## src/rtl/demux_1x2_reg_pkg.sv

```systemverilog
// Shared definitions for the registered 1-to-2 demultiplexer.
// Slot state encoding and counter width used by demux_slot and demux_1x2_reg.
// Optional feature macro: DEMUX_CNT_EN (per-channel output transfer counters).
package demux_1x2_reg_pkg;

    // Per-channel holding slot state: empty or holding one word
    typedef enum logic {
        ST_EMPTY = 1'b0,
        ST_FULL  = 1'b1
    } slot_state_e;

    // Width of the per-channel completed-transfer counters
    localparam int CNT_W = 8;

endpackage : demux_1x2_reg_pkg

```

## src/rtl/demux_1x2_reg_slot.sv

```systemverilog
// demux_slot: one output channel of the 1-to-2 demultiplexer.
// Holds one word, tracks EMPTY/FULL, and optionally counts completed drains.
// Optional feature macro: DEMUX_CNT_EN (counter present when defined, else cnt tied to 0).
module demux_slot
    import demux_1x2_reg_pkg::*;
#(
    parameter int WIDTH = 4
) (
    input  logic             clock,
    input  logic             reset_n,
    input  logic             load,
    input  logic             drain,
    input  logic [WIDTH-1:0] din,
    output logic [WIDTH-1:0] data,
    output logic             valid,
    output logic [CNT_W-1:0] cnt
);

    slot_state_e      state_reg;
    logic [WIDTH-1:0] data_reg;

    // Slot FSM and data register: a load wins over a drain so that a
    // simultaneous drain+load replaces the word in place and stays full
    always_ff @(posedge clock or negedge reset_n) begin
        if (!reset_n) begin
            state_reg <= ST_EMPTY;
            data_reg  <= '0;
        end else if (load) begin
            state_reg <= ST_FULL;
            data_reg  <= din;
        end else if (drain) begin
            // Data is left as-is; only the slot is released
            state_reg <= ST_EMPTY;
        end
    end

    assign data  = data_reg;
    assign valid = (state_reg == ST_FULL);

`ifdef DEMUX_CNT_EN
    logic [CNT_W-1:0] cnt_reg;

    // Completed output transfers on this channel; wraps naturally at 2**CNT_W
    always_ff @(posedge clock or negedge reset_n) begin
        if (!reset_n) begin
            cnt_reg <= '0;
        end else if (drain) begin
            cnt_reg <= cnt_reg + 1'b1;
        end
    end

    assign cnt = cnt_reg;
`else
    assign cnt = '0;
`endif

endmodule : demux_slot

```

## src/rtl/demux_1x2_reg.sv

```systemverilog
// demux_1x2_reg: registered 1-to-2 demultiplexer with valid/ready handshake.
// Routes D to channel SEL and holds it in that channel's slot until consumed;
// the two channels drain independently. Top level holds only SEL decode and
// IN_READY; each channel is a demux_slot instance.
// Optional feature macro: DEMUX_CNT_EN (CNT0/CNT1 count output transfers).
module demux_1x2_reg
    import demux_1x2_reg_pkg::*;
#(
    parameter int WIDTH = 4
) (
    input  logic             clock,
    input  logic             reset_n,
    input  logic [WIDTH-1:0] D,
    input  logic             SEL,
    input  logic             IN_VALID,
    output logic             IN_READY,
    output logic [WIDTH-1:0] OUT0,
    output logic             OUT0_VALID,
    input  logic             OUT0_READY,
    output logic [WIDTH-1:0] OUT1,
    output logic             OUT1_VALID,
    input  logic             OUT1_READY,
    output logic [CNT_W-1:0] CNT0,
    output logic [CNT_W-1:0] CNT1
);

    logic [1:0]       ready_vec;
    logic [1:0]       valid_vec;
    logic [1:0]       load_vec;
    logic [1:0]       drain_vec;
    logic [WIDTH-1:0] data_vec [2];
    logic [CNT_W-1:0] cnt_vec  [2];
    logic             in_xfer;

    assign ready_vec = {OUT1_READY, OUT0_READY};

    // The selected slot can take a word if empty, or if it is being drained
    // this same cycle (replace-in-place keeps one word per cycle throughput)
    assign IN_READY = !valid_vec[SEL] || ready_vec[SEL];
    assign in_xfer  = IN_VALID && IN_READY;

    genvar gi;
    generate
        for (gi = 0; gi < 2; gi++) begin : g_chan
            assign drain_vec[gi] = valid_vec[gi] && ready_vec[gi];
            assign load_vec[gi]  = in_xfer && (SEL == gi[0]);

            demux_slot #(
                .WIDTH (WIDTH)
            ) u_slot (
                .clock   (clock),
                .reset_n (reset_n),
                .load    (load_vec[gi]),
                .drain   (drain_vec[gi]),
                .din     (D),
                .data    (data_vec[gi]),
                .valid   (valid_vec[gi]),
                .cnt     (cnt_vec[gi])
            );
        end
    endgenerate

    assign OUT0       = data_vec[0];
    assign OUT1       = data_vec[1];
    assign OUT0_VALID = valid_vec[0];
    assign OUT1_VALID = valid_vec[1];
    assign CNT0       = cnt_vec[0];
    assign CNT1       = cnt_vec[1];

endmodule : demux_1x2_reg

```

## config.mk

```make
export PLATFORM = sky130hd
export DESIGN_NAME = demux_1x2_reg
export DESIGN_NICKNAME = d
export VERILOG_FILES = /design/src/rtl/demux_1x2_reg_pkg.sv /design/src/rtl/demux_1x2_reg_slot.sv /design/src/rtl/demux_1x2_reg.sv
export SDC_FILE = /design/constraint.sdc
export NUM_CORES = 1
export LEC_CHECK = 0
export CAP_MARGIN = 15
export CORE_MARGIN = 3
export CORE_UTILIZATION = 31
export CTS_CLUSTER_DIAMETER = 200
export DETAILED_ROUTE_END_ITERATION = 7
export PLACE_DENSITY = 0.74
export RECOVER_POWER = 25
export SLEW_MARGIN = 10
export SYNTH_ARGS = -nofsm -noshare
export SYNTH_HDL_FRONTEND = slang
export SYNTH_HIERARCHICAL = 1
export SYNTH_SLANG_ARGS = --single-unit
```

## constraint.sdc

```tcl
create_clock -name clock -period 1.35 [get_ports clock]
set_input_delay 0.3375 -clock clock [delete_from_list [all_inputs] [get_ports clock]]
set_output_delay 0.3375 -clock clock [all_outputs]
set_load 0.05 [all_outputs]
```

# Word-level counts from Yosys, hierarchy flattened

Index checks and enable logic that the tools add are counted.

Add/subtract/negate cells: 0
Multiply operators: 0
Divide/modulo/power cells: 0
$lt $le $gt $ge: 1
Equality and inequality tests: 0
Shift-type cells: 0
Mux-type cells: 8
Bitwise logic cells: 1
Reductions and logical operators: 9

Operators with widths:

| operator           | count |
|---|---|
| $mux 1             | 8 |
| $logic_and 1x1->1  | 5 |
| $reduce_bool 2->1  | 2 |
| $lt 1x2->1 const B | 1 |
| $logic_not 1->1    | 1 |
| $logic_or 1x1->1   | 1 |
| $not 1->1          | 1 |

Register bits after elaboration: 10
Latch bits: 0
Memory bits (writable): 0
Memory bits (read-only): 0
Output and inout bits: 27
Word-level logic and storage cells: 23
Memories kept: 0

# Depth between registers and ports, before layout

Depth after elaboration: 7
Mapped depth: 3
Depth with buffers taken out: 3

# Hierarchy

The synthesis kept the hierarchy.

Modules (own cells, without submodules):

| module        | instances | cells each | area an instance (sq um) |
|---|---|---|---|
| demux_slot    | 2         | 20         | 246.5 |
| demux_1x2_reg | 1         | 9          | 57.6 |

# Least setup slack after synthesis

OpenSTA, ideal clock, no wires.

Path kind: reg2out
From: register g_chan[0].u_slot.state_reg
To: output IN_READY
Data arrival time: 1597 ps
Data required time: 1013 ps
Slack: -584 ps
Cell stages (with the launch flop): 3
Path buffers: 0
Cell sequence: dfrtp_1 nor3b_1 a31oi_1

Word-level cells in the longest chain between the ends: 4

RTL lines:

| what                                       | line                     | RTL |
|---|---|---|
| from (decl)                                | demux_1x2_reg_slot.sv:19 | `slot_state_e state_reg;` |
| from (signal assigned)                     | demux_1x2_reg_slot.sv:26 | `state_reg <= ST_EMPTY;` |
| from (signal assigned)                     | demux_1x2_reg_slot.sv:29 | `state_reg <= ST_FULL;` |
| from (signal assigned)                     | demux_1x2_reg_slot.sv:33 | `state_reg <= ST_EMPTY;` |
| $mux 1 (implied by the code) (2 in series) | demux_1x2_reg.sv:39      | `assign IN_READY = !valid_vec[SEL] \|\| ready_vec[SEL];` |
| $logic_not 1->1                            | demux_1x2_reg.sv:39      |  |
| $logic_or 1x1->1                           | demux_1x2_reg.sv:39      |  |
| to (decl)                                  | demux_1x2_reg.sv:16      | `output logic IN_READY,` |

No other way between the ends. The select of a mux whose other input is x is not followed.

# Worst setup path after layout

Same ends and word-level chain as after synthesis.

==> metrics.txt <==
status=finished with violations; failing checks=negative setup slack; CP Max Fanout=2; Netlist Area Pre-Place=551 µm²; Final WS setup=-134 ps; peak supply drop=921 µV; final WL=1090 µm; Synth Instances=49; HPWL Detailed=899 µm; PwrDens=1830 nW/µm²; CP max-delay cell=dfrtp_2; period utilization=110%; Max clock buf depth=2; first-pass GRT wire length=1640 µm; Max Fclk=0.674 GHz; Final Cell Area=965 µm²; Die X-Extent=48.1 µm; vias in the first global route=383; CTS tree=built; ys flop type=dfrtp_1; clock net sink count=10; fillers=118; crit path cell chain=nor3b_4, a31oi_4, buf_12; Cell variety after synth=13; CTS buffer count=3; largest net degree at the start of global routing=11; reg-to-reg slack, setup=-50 ps; H-tree depth=1; #FFs+latches synth=10; FP Rows=14; final hold vios=0; Tmin final=1480 ps; Hold Buf Count CTS=0; gr ovfl total=0; Critical Path Max Stage Delay=400 ps; Critical Path RT=1010 ps; top-count cell post-synth=buf_4; Top-Level Pins=37; die span in y=48.1 µm; Final Max Slew Viols=0; Mean Syn Cell Area=11.2 µm²; GRT Total Usage=10.7%; crit path capture type=output port; GPL Wtd Cong=0.661; core area=1590 µm²; Leak=0.457 nW; Remaining DRCs=0; FFs w/ async S/R, synth=100%; routed len/inst=10.9 µm; cell family with most CP delay=flip-flops; Post-Place Cells=95; WP data arrival=1150 ps; vias per cell=3.88; FF+latch area=253 µm²; Seq/Total Area, Yosys=45.5%; share of cells above drive strength 1=50.0%; max FFs per register=8; largest cells by area after synthesis=dfrtp_1 (45%), buf_4 (22%), mux2_2 (16%); setup_tns=-340 ps; number of antenna-violating nets in the routed design=0; class of the worst hold path=in2async; MaxCap Viol Count=0; WHS=451 ps; CP startpoint kind=flip-flop; FF-to-FF path depth=5; area of the multi-input gates=280 µm²; yosys warns=6; unrepaired setup endpoints after global routing=yes; Non-Filler Instances=100; DIE AREA=2320 µm²; crit path kind=reg2out; DP Area=892 µm²; Root Buffer=clkbuf_4; Ant. Diodes=0; Port-buffer cells=20; initial antenna violation count=0; Synth top area share=45.5%; clk_lat worst skew=260 ps; first drt pass iteration count=3; clk slew on worst S/H paths=70 ps; crit path buf inv count=1; EDFF count, synth=0; Synth top cells by count=buf_4 (16), dfrtp_1 (10), mux2_2 (8), inv_1 (3); R2R Path Start=g_chan[0].u_slot/valid; clk_skew=0.602 ps; Util after Layout=60.5%; DR iter-0 viols=2; post-synth top area cell=dfrtp_1; total number of vias=388; Setup violations, final=6; initial cell density of the core=34.5%; Final #Nets=87; Worst R2R End=g_chan[0].u_slot/data[2]; area grow syn2layout=75.2%
[layout by cell type, fill, tap and decap left out, drive strengths merged]
cell type,netlist,routed
nor2b,1,1
a31oi,1,1
nor3b,2,2
and2,2,2
a21o,2,2
nand2,1,1
mux2,8,8
clkbuf,0,4
clkdlybuf4s50,0,4
dlygate4sd2,0,4
dfrtp,10,10
conb,2,16
buf,16,16
dlygate4sd3,0,1
a21oi,1,1
inv,3,3
[through the flow]
stage          setup slack [ps]  power, mW
6_report                   -134       1.77
5_1_grt                    -169       1.84
4_1_cts                    -149       1.79
3_5_place_dp               -429       1.47
3_3_place_gp               -391       1.46
2_1_floorplan             -84.2       1.01
[final cells by class]
type                            instances  share of cell area [%]
Multi-Input combinational cell         34                    29.1
Timing Repair Buffer                   25                    36.7
Tap cell                               24                    3.11
Inverter                                3                    1.17
Clock buffer                            4                    3.76
Sequential cell                        10                    26.2
[cell families after synthesis]
group / share of synthesized area (%)
AOI/OAI and AO/OA: 5.23
buffers and inverters: 23.9
DFF: 45.5
muxes: 16.4
other: 1.36
and+or+nand+nor: 7.73
[worst max path at each step]
stage	from	to	slack (ps)	cells after the start
5_1_grt	g_chan[0].u_slot/valid	IN_READY	-170	3
3_3_place_gp	SEL	IN_READY	-390	4
6_report	g_chan[0].u_slot/valid	IN_READY	-130	3
3_5_place_dp	SEL	IN_READY	-430	4
2_1_floorplan	g_chan[0].u_slot/valid	g_chan[0].u_slot/data[1]	-80	3
4_1_cts	g_chan[0].u_slot/valid	IN_READY	-150	3
[worst reg2reg max path: cells and delay by family (launching register included)]
kind	cells	cell delay, ps
and+or+nand+nor	2	290
buffers and inverters	2	290
DFF	1	400
muxes	1	300
[power breakdown]
group / total [mW] / switching (mW) / internal, mW
clock network: 0.266 / 0.103 / 0.164
registers: 0.478 / 0.0950 / 0.383
logic: 1.03 / 0.528 / 0.497
total: 1.77 / 0.726 / 1.04
[layer usage]
layer  track usage [%]  up-vias  wire, µm
met1              11.2      180       382
met5                 0        -         0
li1                  -      183         -
met2              17.2       25       574
met4              4.84        0         0
met3              6.27        0       129
[timing repair]
item,CTS,global route
setup endpoints to repair,9,6
resized for setup,13,0
pin swaps,2,1
buffers inserted,1,0
Power figures use the tool's default switching activity.
